**src/rtl/ram_sinc_param.sv**
```systemverilog
`default_nettype none
// ============================================================================
// Module   : ram_sinc_param
// Purpose  : Parametrised single-port synchronous scratch RAM. It has a
//            registered read with a valid flag, out-of-range detection and an
//            init sequencer that loads a descending pattern after every reset.
// Ports    : clk        - clock, rising edge
//            rst        - asynchronous reset, active high
//            EN         - write enable
//            RE         - read enable
//            direccion  - word address, shared by read and write
//            Dato_E     - write data
//            dato_s     - registered read data
//            valid      - dato_s holds the result of the previous cycle's read
//            err        - previous cycle's accepted access was out of range
//            busy       - init sweep in progress, accesses are ignored
// Revision : 1.0 - initial release
// ============================================================================
module ram_sinc_param #(
    parameter int DATA_W     = 8,
    parameter int ADDR_W     = 8,
    parameter int DEPTH      = 11,
    parameter int INIT_BASE  = 90,
    parameter int INIT_STEP  = 10,
    parameter int READ_FIRST = 1
) (
    input  logic              clk,
    input  logic              rst,
    input  logic              EN,
    input  logic              RE,
    input  logic [ADDR_W-1:0] direccion,
    input  logic [DATA_W-1:0] Dato_E,
    output logic [DATA_W-1:0] dato_s,
    output logic              valid,
    output logic              err,
    output logic              busy
);

    // Pattern arithmetic width: wide enough to hold cnt*INIT_STEP exactly.
    localparam int c_pw = DATA_W + ADDR_W;
    // Width of the index into the implemented words.
    localparam int c_iw = (DEPTH > 1) ? $clog2(DEPTH) : 1;
    // DEPTH may equal 2**ADDR_W, so the range compare needs one extra bit.
    localparam logic [ADDR_W:0]   c_depth = (ADDR_W+1)'(DEPTH);
    localparam logic [ADDR_W-1:0] c_last  = ADDR_W'(DEPTH - 1);
    localparam logic              c_write_first = (READ_FIRST == 0);

    localparam logic [0:0] S_INIT  = 1'b0;
    localparam logic [0:0] S_READY = 1'b1;

    logic [DATA_W-1:0] r_mem [0:DEPTH-1];

    logic [0:0]        r_state;
    logic [ADDR_W-1:0] r_cnt;
    logic [DATA_W-1:0] r_dato_s;
    logic              r_valid;
    logic              r_err;
    logic              r_busy;

    logic              w_in_range;
    logic [c_iw-1:0]   w_idx;
    logic [c_pw-1:0]   w_prod;
    logic [DATA_W-1:0] w_pattern;
    logic              w_we;
    logic [c_iw-1:0]   w_waddr;
    logic [DATA_W-1:0] w_wdata;
    logic [DATA_W-1:0] w_rdata;

    assign w_in_range = ({1'b0, direccion} < c_depth);
    assign w_idx      = direccion[c_iw-1:0];

    // mem[i] = (INIT_BASE - i*INIT_STEP) mod 2**DATA_W
    assign w_prod    = c_pw'(r_cnt) * c_pw'(INIT_STEP);
    assign w_pattern = DATA_W'(c_pw'(INIT_BASE) - w_prod);

    assign w_rdata = r_mem[w_idx];

    // Write port mux: the sweep owns the array while in INIT, otherwise the
    // user write goes through only for an in-range address.
    always_comb begin
        w_we    = 1'b0;
        w_waddr = w_idx;
        w_wdata = Dato_E;
        if (r_state == S_INIT) begin
            w_we    = 1'b1;
            w_waddr = r_cnt[c_iw-1:0];
            w_wdata = w_pattern;
        end else if (EN && w_in_range) begin
            w_we = 1'b1;
        end
    end

    // The array has no reset. Reset forces the FSM into INIT asynchronously,
    // so a user write in flight when rst rises is dropped; any sweep write
    // made while rst is held lands on word 0 and is rewritten after release.
    always_ff @(posedge clk) begin
        if (w_we) begin
            r_mem[w_waddr] <= w_wdata;
        end
    end

    always_ff @(posedge clk or posedge rst) begin
        if (rst) begin
            r_state  <= S_INIT;
            r_cnt    <= '0;
            r_dato_s <= '0;
            r_valid  <= 1'b0;
            r_err    <= 1'b0;
            r_busy   <= 1'b1;
        end else begin
            case (r_state)
                S_INIT: begin
                    // Accesses during the sweep are dropped entirely.
                    r_valid <= 1'b0;
                    r_err   <= 1'b0;
                    if (r_cnt == c_last) begin
                        r_state <= S_READY;
                        r_busy  <= 1'b0;
                    end else begin
                        r_cnt <= r_cnt + 1'b1;
                    end
                end
                S_READY: begin
                    r_busy <= 1'b0;
                    r_err  <= (EN || RE) && !w_in_range;
                    if (RE) begin
                        r_valid <= 1'b1;
                        if (!w_in_range) begin
                            r_dato_s <= '0;
                        end else if (c_write_first && EN) begin
                            r_dato_s <= Dato_E;
                        end else begin
                            r_dato_s <= w_rdata;
                        end
                    end else begin
                        r_valid <= 1'b0;
                    end
                end
                default: begin
                    r_state <= S_INIT;
                    r_cnt   <= '0;
                    r_busy  <= 1'b1;
                end
            endcase
        end
    end

    assign dato_s = r_dato_s;
    assign valid  = r_valid;
    assign err    = r_err;
    assign busy   = r_busy;

endmodule
`default_nettype wire

```
**config.mk**
```make
export PLATFORM = sky130hd
export DESIGN_NAME = ram_sinc_param
export DESIGN_NICKNAME = d
export VERILOG_FILES = /design/src/rtl/ram_sinc_param.sv
export SDC_FILE = /design/constraint.sdc
export NUM_CORES = 1
export LEC_CHECK = 0
export CORE_UTILIZATION = 53
export CTS_BUF_LIST = sky130_fd_sc_hd__clkbuf_16
export DETAILED_ROUTE_END_ITERATION = 12
export PLACE_DENSITY_LB_ADDON = 0.15
export SLEW_MARGIN = 25
export SYNTH_ARGS = -nofsm -noshare
export SYNTH_HDL_FRONTEND = slang
export SYNTH_SLANG_ARGS = --single-unit
```
**constraint.sdc**
```tcl
create_clock -name clk -period 5.9 [get_ports clk]
set_input_delay 1.18 -clock clk [delete_from_list [all_inputs] [get_ports clk]]
set_output_delay 1.18 -clock clk [all_outputs]
set_load 0.02 [all_outputs]
```
==> out/results.ini <==
[clock_tree]
root_buffer = clkbuf_16
post_cts_buffers = 0
path_clk_slew_ns = 0.07
clkSinkCount = 108
post_cts_resized = 0
clockBufferDepth = 2
cts_made_buffers = 9
tritoncts = yes
post_cts_hold_buffer_count = 0
insertion_delay_ns = 0.35
htree_num_levels = 3

[sta]
clock_skew_ns = 0.00704
setup_viol = 0
max_freq_mhz = 274
setup_tns_ns = 0
hold_violations = 0
grt_setup_unrepaired = false
period_minus_slack_ns = 3.65
drv_slew = 0
relSlewSlack_pct = 29.2
fin_crit_sh_pct = 61.9
worstMarginPinSlew_ns = 1.06

[layout]
multi_input_area_sq_um = 1370
fin_cells = 404
post-route-util_pct = 63.4
final_cell_area_sq_um = 5290
antenna_cells = 0
fin_nets = 325
final_layout_size_suffix_gt1_share_pct = 14.4
area_growth_pct = 14.3
n_fill_cell = 601
regArea_sq_um = 3140

[route]
wl_per_cell_microns = 23.0
drt_iter0_markers = 124
viasPerCell = 6.02
vias = 2433
drc = 0
ant_nets = 0
wl_mm = 9.29
first_pass_iters = 4

[place]
port_buffers = 30
placed_area_sq_um = 4990
post-dp-hpwl_mm = 6.07
globalplace.congestion = 0.796
dp.cells = 388

[synthesis]
synth-simple-area-share_pct = 4.63
synth_warnings = 0
synth_top_cell_by_area = edfxtp_1
synth_xor_area_share_pct = 2.95
async_flop_share_pct = 18.5
netlist_area_sq_um = 4620
synth_top_family_by_area = multiplexers
yosysSeqAreaShare_pct = 68.0
synth_compound_area_share_pct = 4.06
ys_types = 35
avgSynthCellArea_sq_um = 17.7
syn_nets = 293
yosysMostFrequentCell = edfxtp_1
synth_edf_count = 88
synthAdderAreaFrac_pct = 3.14
synth.top_cells.by_count = edfxtp_1, dfrtp_1, mux4_2
synth_top_area_share_pct = 57.1
synthMuxAreaShare_pct = 14.7
synth-main-ff-cell = edfxtp_1
synth_seq_cells = 108
synth_cells = 262
synthTopCellsByArea = edfxtp_1, dfrtp_1, mux4_2, mux4_1, ha_1

[critical_path]
cp.required_ns = 5.88
worstPathArrival_ns = 3.63
cp_top_family = buffers and inverters
critPathMaxStageDelay_ns = 0.96
cp.buffers_inverters = 1
path_class = in -> reg
path_cells = clkdlybuf4s50_1 > a21o_1 > a21oi_1 > a31oi_1 > nor2_1
worst_path_max_delay_cell = clkdlybuf4s50_1
start_kind = input pin
cp-end-kind = flop
path_max_fanout = 19

[die]
start_util_pct = 55.4
dieArea_sq_um = 9100
die_h_microns = 95.4
num_rows = 33
chipWidth_microns = 95.4
coreArea_sq_um = 8340
io_pins = 31

[power_and_ir_drop]
p_per_area_nw_per_um2 = 281
power_leakage_nw = 1.88
ir_worst_vdd_mv = 0.176

[min_path]
hold_path.class = reg -> reg

[global_route]
antenna_found_initial = 0
grt.total_usage_pct = 23.0
first_global_vias = 2454
grt_pass1_wl_mm = 14.3
grt_overflow = 0
grt_max_degree = 31

[outcome]
outcome = complete, no violations

[job]
maxCapViolCount = 0

## where the power goes
part           total [W]  internal, W  switching (W)
Clock           0.000584     0.000297       0.000287
Sequential      0.000827     0.000826     0.00000101
Combinational  0.0000744    0.0000360      0.0000384
Total            0.00149      0.00116       0.000326
## layer usage
| layer | track usage, % | part of all wire [%] | vias up |
|---|---|---|---|
| li1 | - | - | 1096 |
| met1 | 31.9 | 45 | 1233 |
| met2 | 36.4 | 48 | 91 |
| met3 | 5.50 | 5.7 | 13 |
| met4 | 7.21 | 1.3 | 0 |
| met5 | 0 | 0 | - |
## through the flow
| stage | total power (W) | hold slack (ns) | worst slack [ns] |
|---|---|---|---|
| 2_1_floorplan | 0.000889 | 0.447 | 2.96 |
| 3_3_place_gp | 0.000917 | 0.463 | 1.92 |
| 3_5_place_dp | 0.000919 | 0.466 | 1.84 |
| 4_1_cts | 0.00149 | 0.485 | 2.21 |
| 5_1_grt | 0.00153 | 0.510 | 2.09 |
| 6_report | 0.00149 | 0.476 | 2.25 |
## worst register-to-register path: stages, from the launching register on
cell	delay, ns
dfrtp_1	0.59
ha_1	0.31
ha_1	0.21
inv_1	0.07
fa_1	0.45
a21oi_1	0.15
xnor3_1	0.39
mux2i_1	0.68
## cell usage in the layout (no fill, tap or decap), types with 2 or more instances in the layout
cell,n
edfxtp_1,88
clkdlybuf4s50_1,30
dfrtp_1,19
mux4_2,16
nor2_1,14
inv_1,11
nand2_1,10
xnor2_1,10
ha_1,10
mux2_2,9
clkbuf_16,9
a22o_1,8
mux4_1,8
a31oi_1,7
nand3_1,5
o21ai_1,5
a21oi_1,4
nor3_1,4
and3_1,3
and2_1,3
xor2_1,3
inv_6,3
nor2b_1,2
a21o_1,2
nor3b_1,2
## final timing paths
| path | start | end | slack [ns] | cells past startpoint |
|---|---|---|---|---|
| worst max-delay path | direccion[2] | r_mem[8][6] | 2.25 | 5 |
| worst min-delay path | r_cnt[7] | r_cnt[7] | 0.48 | 1 |
| worst max register to register | r_cnt[1] | r_mem[10][7] | 2.72 | 7 |
| worst min register to register | r_cnt[7] | r_cnt[7] | 0.48 | 1 |
| max in group asynchronous | rst | r_cnt[6] | 4.11 | 2 |
| min in group asynchronous | rst | dato_s[1] | 1.28 | 2 |
## layout make-up
type	count	share of cell area, %
sequential	108	59.5
multi-input combinational	132	25.8
timing repair buffer	31	5.82
clock buffer	9	4.26
tap	105	2.49
clock inverter	7	1.25
inverter	12	0.852
## kinds of logic (layout without fill, tap and decap cells)
kind of cell,after synthesis,after routing
buf+inv,22,59
flops,108,108
mux,34,34
fa+ha+maj,11,11
compound gates,28,28
simple gates,45,45
xor+xnor,14,14
## flip-flops by register name, summed over array words and instances (netlist names)
register and count:
r_mem 88, dato_s 8, r_cnt 8, busy 1
err 1, r_state 1, valid 1
Note: power is estimated with default switching activity, not from simulation.
